--- config.mk ---
export PLATFORM = sky130hd
export DESIGN_NAME = gpr_writeback
export DESIGN_NICKNAME = d
export VERILOG_FILES = /design/src/rtl/gpr_writeback.sv
export SDC_FILE = /design/constraint.sdc
export NUM_CORES = 1
export LEC_CHECK = 0
export ABC_AREA = 1
export CAP_MARGIN = 20
export CELL_PAD_IN_SITES_DETAIL_PLACEMENT = 1
export CELL_PAD_IN_SITES_GLOBAL_PLACEMENT = 1
export CORE_MARGIN = 2
export CORE_UTILIZATION = 25
export DETAILED_ROUTE_END_ITERATION = 16
export MAX_ROUTING_LAYER = met4
export PLACE_DENSITY_LB_ADDON = 0.08
export SLEW_MARGIN = 25
export SYNTH_ARGS = -nofsm -noshare
export SYNTH_HDL_FRONTEND = slang
export SYNTH_SLANG_ARGS = --single-unit
--- constraint.sdc ---
create_clock -name wb_clk_i -period 10.25 [get_ports wb_clk_i]
set_input_delay 1.5375 -clock wb_clk_i [delete_from_list [all_inputs] [get_ports wb_clk_i]]
set_output_delay 1.5375 -clock wb_clk_i [all_outputs]
set_load 0.01 [all_outputs]
--- src/rtl/gpr_writeback.sv ---
// Writeback collector in front of the GPR write port: buffers ALU/LSU
// results in order, retires one per cycle, reports rs1/rs2 hazards.
//
// Ports:
//   wb_clk_i, wb_rst_i         clock, synchronous active-high reset
//   alu_* / lsu_*              valid/ready result inputs (LSU has priority)
//   reg_wen_o/waddr_o/wdata_o  register file write port (head of FIFO)
//   rs1/rs2_addr_i             decode read addresses
//   rs1/rs2_pend_o             buffered write to that address pending
//   rs1/rs2_fwd_o              youngest pending data (WB_BYPASS_EN only)
//   wb_empty_o, wb_full_o      FIFO status
// Optional build macro: WB_BYPASS_EN enables the forwarding search.
module gpr_writeback #(
  parameter int DEPTH  = 4,
  parameter int DATA_W = 64,
  parameter int ADDR_W = 5
) (
  input  logic              wb_clk_i,
  input  logic              wb_rst_i,
  input  logic              alu_valid_i,
  output logic              alu_ready_o,
  input  logic [ADDR_W-1:0] alu_waddr_i,
  input  logic [DATA_W-1:0] alu_wdata_i,
  input  logic              lsu_valid_i,
  output logic              lsu_ready_o,
  input  logic [ADDR_W-1:0] lsu_waddr_i,
  input  logic [DATA_W-1:0] lsu_wdata_i,
  output logic              reg_wen_o,
  output logic [ADDR_W-1:0] reg_waddr_o,
  output logic [DATA_W-1:0] reg_wdata_o,
  input  logic [ADDR_W-1:0] rs1_addr_i,
  input  logic [ADDR_W-1:0] rs2_addr_i,
  output logic              rs1_pend_o,
  output logic              rs2_pend_o,
  output logic [DATA_W-1:0] rs1_fwd_o,
  output logic [DATA_W-1:0] rs2_fwd_o,
  output logic              wb_empty_o,
  output logic              wb_full_o
);

  localparam int PW = $clog2(DEPTH);
  localparam int CW = PW + 1;

  logic [ADDR_W-1:0] mem_addr [DEPTH];
  logic [DATA_W-1:0] mem_data [DEPTH];

  logic [PW-1:0] wr_ptr;
  logic [PW-1:0] rd_ptr;
  logic [CW-1:0] count;

  logic              full;
  logic              empty;
  logic              lsu_fire;
  logic              alu_fire;
  logic              enq;
  logic              deq;
  logic [ADDR_W-1:0] enq_addr;
  logic [DATA_W-1:0] enq_data;

  assign full  = (count == CW'(DEPTH));
  assign empty = (count == '0);

  assign lsu_ready_o = !wb_rst_i && !full;
  assign alu_ready_o = !wb_rst_i && !full && !lsu_valid_i;

  assign lsu_fire = lsu_valid_i && lsu_ready_o;
  assign alu_fire = alu_valid_i && alu_ready_o;

  always_comb begin
    enq_addr = alu_waddr_i;
    enq_data = alu_wdata_i;
    if (lsu_fire) begin
      enq_addr = lsu_waddr_i;
      enq_data = lsu_wdata_i;
    end
  end

  // x0 writes complete the handshake but are dropped here.
  assign enq = (lsu_fire || alu_fire) && (enq_addr != '0);
  assign deq = !empty;

  always_ff @(posedge wb_clk_i) begin
    if (wb_rst_i) begin
      wr_ptr <= '0;
      rd_ptr <= '0;
      count  <= '0;
    end else begin
      if (enq) wr_ptr <= wr_ptr + PW'(1);
      if (deq) rd_ptr <= rd_ptr + PW'(1);
      unique case ({enq, deq})
        2'b10:   count <= count + CW'(1);
        2'b01:   count <= count - CW'(1);
        default: count <= count;
      endcase
    end
  end

  // Entry contents are deliberately not reset.
  always_ff @(posedge wb_clk_i) begin
    if (enq) begin
      mem_addr[wr_ptr] <= enq_addr;
      mem_data[wr_ptr] <= enq_data;
    end
  end

  assign reg_wen_o   = deq;
  assign reg_waddr_o = empty ? '0 : mem_addr[rd_ptr];
  assign reg_wdata_o = empty ? '0 : mem_data[rd_ptr];
  assign wb_empty_o  = empty;
  assign wb_full_o   = full;

  // Walk head to tail; a later match overwrites, so the youngest wins.
  always_comb begin
    logic [PW-1:0] idx;
    rs1_pend_o = 1'b0;
    rs2_pend_o = 1'b0;
    rs1_fwd_o  = '0;
    rs2_fwd_o  = '0;
    idx        = '0;
    for (int k = 0; k < DEPTH; k++) begin
      idx = rd_ptr + PW'(k);
      if (CW'(k) < count) begin
        if (rs1_addr_i != '0 && mem_addr[idx] == rs1_addr_i) begin
          rs1_pend_o = 1'b1;
`ifdef WB_BYPASS_EN
          rs1_fwd_o  = mem_data[idx];
`endif
        end
        if (rs2_addr_i != '0 && mem_addr[idx] == rs2_addr_i) begin
          rs2_pend_o = 1'b1;
`ifdef WB_BYPASS_EN
          rs2_fwd_o  = mem_data[idx];
`endif
        end
      end
    end
  end

endmodule

# Yosys cells after proc, flatten, opt, wreduce, memory -nomap -nowiden
# Memory sizes are Yosys's and may differ from the RTL's. A register that Yosys moved wholly into a read port is not among the register bits.
# Index checks and enable logic that the tools add are counted.
[word_totals]
regBits = 7
mem_bits_rw = 276
input_bits = 152
out_inout_bits = 204
wordCells = 76
n_memories = 2
[memory_table]
columns = ["name", "words", "word_bits", "read_ports", "rd_clocked_by_memory_dff", "write_ports", "line_no", "text"]
rows = [
  ["mem_data", 4, 64, 1, 1, 1, "45", "logic [DATA_W-1:0] mem_data [DEPTH];"],
  ["mem_addr", 4, 5, 4, 1, 1, "44", "logic [ADDR_W-1:0] mem_addr [DEPTH];"],
]
[classes]
add_sub_neg = 6
n_lt_le_gt_ge = 4
n_eq_ne = 11
muxes = 27
reduce_logical = 23
[ops]
columns = ["operator", "n"]
rows = [
  ["$mux W64", 2],
  ["$eq A5 B5 Y1", 8],
  ["$mux W1", 18],
  ["$reduce_bool A5 Y1", 3],
  ["$logic_and A1 B1 Y1", 13],
  ["$mux W5", 2],
  ["$mux W2", 4],
  ["$lt A1 B3 Y1 const A", 2],
  ["$lt A2 B3 Y1 const A", 2],
  ["$pmux W3 S2", 1],
  ["$add A2 B1 Y2 const B", 2],
  ["$add A2 B2 Y2 const B", 2],
  ["$logic_not A1 Y1", 4],
  ["$add A3 B1 Y3 const B", 1],
  ["$eq A3 B3 Y1 const B", 1],
  ["$logic_not A3 Y1", 1],
  ["$sub A3 B1 Y3 const B", 1],
  ["$eq A2 B1 Y1 const B", 1],
  ["$eq A2 B2 Y1 const B", 1],
  ["$reduce_bool A2 Y1", 1],
  ["$logic_or A1 B1 Y1", 1],
]

# Longest topological paths before layout
[logic_depth]
depth_word = 10
mapped_depth = 17
ltp_nobuf = 17

# Worst setup path before layout
# No wires, ideal clock.
[synth_path]
path_type = "input to register"
start = "in wb_rst_i"
end = "mem mem_addr[0][0], enable pin"
setup_ns = 0.496
arrival_ns = 5.193
required_ns = 9.754
setup_slack_ns = 4.561
path_stages = 7
n_path_buf = 2
path_cell_list = "buf_6 nor2_8 nand2_4 buf_4 nand2_1 nand2_4 nor2_1"
[synth_via]
elab_chain_len = 8
word_cells_on_any_way = 11
cone_classes = "mux (3); reduce/logical (8)"
[synth_lines]
columns = ["element", "line_no", "text"]
rows = [
  ["start: declaration", "19", "input logic wb_rst_i,"],
  ["$logic_not A1 Y1 *", "63", "assign lsu_ready_o = !wb_rst_i && !full;"],
  ["$logic_and A1 B1 Y1 *", "63", ""],
  ["net lsu_ready_o", "25", "output logic lsu_ready_o,"],
  ["$logic_and A1 B1 Y1, on equally long branches", "66, 64", ""],
  ["$mux W5 or $logic_and A1 B1 Y1 (tied branches)", "72, 67", ""],
  ["$reduce_bool A5 Y1 or $logic_or A1 B1 Y1 (tied branches)", "79", "assign enq = (lsu_fire || alu_fire) && (enq_addr != '0);"],
  ["$logic_and A1 B1 Y1 *", "79", ""],
  ["$mux W1 *", "100", "if (enq) begin"],
  ["$mux W1 (implied by the code) *", "101", "mem_addr[wr_ptr] <= enq_addr;"],
  ["end: declaration", "44", ""],
]
# Mark *: on every way through the listed nets, which the timed path passes. The rest lies on a longest branch.

# Final worst setup path
[layout_path]
start = "in wb_rst_i"
end = "mem mem_data[1][60], enable pin"
[layout_via]
elab_chain_len = 8
word_cells_on_any_way = 11
cone_classes = "mux (3); reduce/logical (8)"
[layout_lines]
columns = ["element", "line_no", "text"]
rows = [
  ["$logic_not A1 Y1", "63", ""],
  ["$logic_and A1 B1 Y1", "63", ""],
  ["$logic_and A1 B1 Y1", "66", "assign lsu_fire = lsu_valid_i && lsu_ready_o;"],
  ["$mux W5", "72", "if (lsu_fire) begin"],
  ["net enq_addr[0]", "57", "logic [ADDR_W-1:0] enq_addr;"],
  ["$reduce_bool A5 Y1", "79", ""],
  ["$logic_and A1 B1 Y1", "79", ""],
  ["$mux W1", "100", ""],
  ["$mux W1 (implied by the code)", "102", "mem_data[wr_ptr] <= enq_data;"],
  ["end: declaration", "45", ""],
]
# The timed path passes the listed nets, and every way through them passes these cells.

==> key figures <==
Die
  – Row cnt: 87
  – Chip height: 243 um
  – Starting Density: 25.3%
  – # IOs: 356
  – Full die area: 0.0592 mm^2
  – Core ar.: 0.0565 mm^2
  – Die extent in x: 243 um

Run status
  – Status: finished clean

Cells and area
  – ANT cells: 0
  – Filler cell count: 6319
  – Layout cells sized above 1: 9.97%
  – Design area: 0.0179 mm^2
  – Most frequent cells in the layout: 289 x nor2_1, 276 x edfxtp_1, 227 x clkdlybuf4s50_1
  – Most common cell after layout, fill and taps aside: nor2_1
  – Post-layout nets: 1752
  – Area Overhead vs Synth: 24.9%

Clock tree
  – Post-CTS Hold Fix Bufs: 0
  – Cts repair resizes: 0
  – H-Tree Depth: 2
  – CTS tree: built
  – Clock Path Buffers: 3
  – Skew-Pair Late Insertion Delay: 0.54 ns
  – Clock sink total: 285
  – Clock root buffer: clkbuf_16
  – Post-CTS setup buffer count: 0
  – Clock Pin Slew Worst Setup and Hold Paths: 0.06 ns
  – Num CTS Buffers: 34

Setup path
  – Startpoint Class: primary input
  – CP max-delay cell: clkdlybuf4s50_1
  – Setup crit end kind: register
  – WS Path Type: primary input to register
  – Worst endpoint required time: 10.41 ns
  – Cells along the critical path: clkdlybuf4s50_1 > nor2_8 > nand2_4 > buf_4 > nand2_1 > nand2_1 > nor2_1 > nand3_2 > nand2_4 > nor2_4 > buf_4
  – WP data arrival: 5.39 ns
  – CP max stage delay: 0.78 ns
  – CP Max Fanout: 66

Synthesis
  – Sequential element share of the synthesized area: 59.2%
  – Top cells by area, synth: edfxtp_1 58%, nor2_1 7.7%, buf_4 6.9%
  – Synth warnings: 0
  – Mapped Avg Cell Area: 10.3 um^2
  – Synth area leader: edfxtp_1
  – Gate Count Post-Synth: 1386
  – Count of state elements after synthesis: 285
  – Cell Area, Synth: 0.0143 mm^2
  – Synth cell types: 30
  – Top-area cell type share of the netlist area: 57.9%

Placement
  – Pre-CTS setup slack: 4.22 ns
  – Cell Area, Placed: 0.0168 mm^2
  – Final GP Congestion: 0.770
  – I/O Buffers: 227
  – DP Wirelength: 27200 um

STA
  – Part of the cycle the worst path needs: 51.0%
  – RSZ-0062 raised after global routing: no
  – Final setup viols: 0
  – Relative slew slack: 35.4%
  – Worst Skew: 0.0216 ns
  – Hold WS: 0.522 ns
  – Final Worst Setup Slack: 5.02 ns
  – Hold Violations, Final: 0
  – Period minus WS final: 5.23 ns
  – Fin. max-slew vios: 0
  – Fin Setup TNS: 0 ns
  – Pin slew with the least headroom to its limit: 0.969 ns
  – FMAX: 191 MHz

Hold path
  – Hold Path Class: register to register

Global route
  – Largest net degree at the start of global routing: 91
  – Vias in the first global route: 10300
  – Initial antenna violation count: 0
  – Grt ovf: 0
  – Total track usage: 14.8%
  – First-pass GRT wire length: 64500 um

Route
  – Drt first pass iters: 4
  – Final wirelength: 42700 um
  – Detail Route Antenna Nets: 0
  – DR DRC count: 0
  – Total number of vias: 10000
  – Wirelength per Cell: 18.0 um
  – DR vias/cell: 4.24
  – Initial DRC count: 472

Pwr
  – Power Dens Cells: 265 mW/mm^2
  – Total leakage power: 6.62 nW
  – Peak VDD IR: 0.152 mV
  – Overall Power: 4.73 mW

Flow run
  – Max_cap viols: 0
## power by group
group | internal [mW] | switching [mW]
Sequential | 1.43 | 0.0699
Combinational | 0.791 | 1.28
Clock | 0.698 | 0.464
## final timing paths
| kind | startpoint | end | slack (ns) | depth (start not counted) |
|---|---|---|---|---|
| hold / removal | wr_ptr[1]$_SDFFE_PP0P_ | wr_ptr[1]$_SDFFE_PP0P_ | 0.52 | 2 |
| setup reg to reg | count[0]$_SDFFE_PP0P_ | mem_data[1][60]$_DFFE_PP_ | 5.96 | 14 |
| setup / recovery | wb_rst_i | mem_data[1][60]$_DFFE_PP_ | 5.02 | 11 |
| hold reg to reg | wr_ptr[1]$_SDFFE_PP0P_ | wr_ptr[1]$_SDFFE_PP0P_ | 0.52 | 2 |
## logic make-up after synthesis
logic type | count (synthesis) | synth area share [%]
buffers and inverters | 235 | 10.5
muxes | 64 | 5.03
and+or+nand+nor | 563 | 16.0
AOI/OAI and AO/OA | 214 | 7.55
xor gates and xnor gates | 15 | 0.918
DFF | 285 | 59.2
other | 1 | 0.0262
adders and majority gates | 9 | 0.787
## flip-flops by register name (all words and copies together) (netlist names), named ones only
name and count:
mem_addr 20, rd_ptr 2, mem_data 256, wr_ptr 2
count 3
## per-layer routing
| metal | up-vias | wire [um] | global-route usage, % |
|---|---|---|---|
| li1 | 4863 | - | - |
| met1 | 4922 | 19200 | 18.7 |
| met2 | 216 | 20900 | 24.3 |
| met3 | 42 | 1760 | 2.53 |
| met4 | 0 | 734 | 3.93 |
| met5 | - | 0 | - |
## metrics by stage
step | instances | utilization (%)
after global placement | 2310 | 29.7
after global routing | 2371 | 31.6
after floorplan | 1513 | -
after CTS | 2371 | 31.6
final | 2371 | 31.6
after detailed placement | 2311 | 29.8
## final cells by class
class	instances	area [um^2]	share of cell area [%]
Inverter	38	156	0.875
Clock buffer	42	902	5.05
Clock inverter	18	156	0.875
Sequential cell	285	8480	47.4
Tap cell	756	946	5.29
Multi-Input combinational cell	993	4850	27.1
Timing Repair Buffer	239	2390	13.3
## worst max-delay path, delay by kind of cell
kind | cells | cell delay [ns]
buffers and inverters | 3 | 2.23
AND/OR/NAND/NOR | 8 | 1.50
## Yosys cell counts (all sizes together)
master,instances
nor2,294
edfxtp,276
nand2,214
buf,171
o21ai,140
a21oi,73
mux2,64
nand3,48
inv,38
clkbuf,26
xor2,15
dfxtp,9
ha,9
nor3,5
nand4,2
a21boi,1
conb,1
No activity file was read; power rests on OpenSTA's default activity.
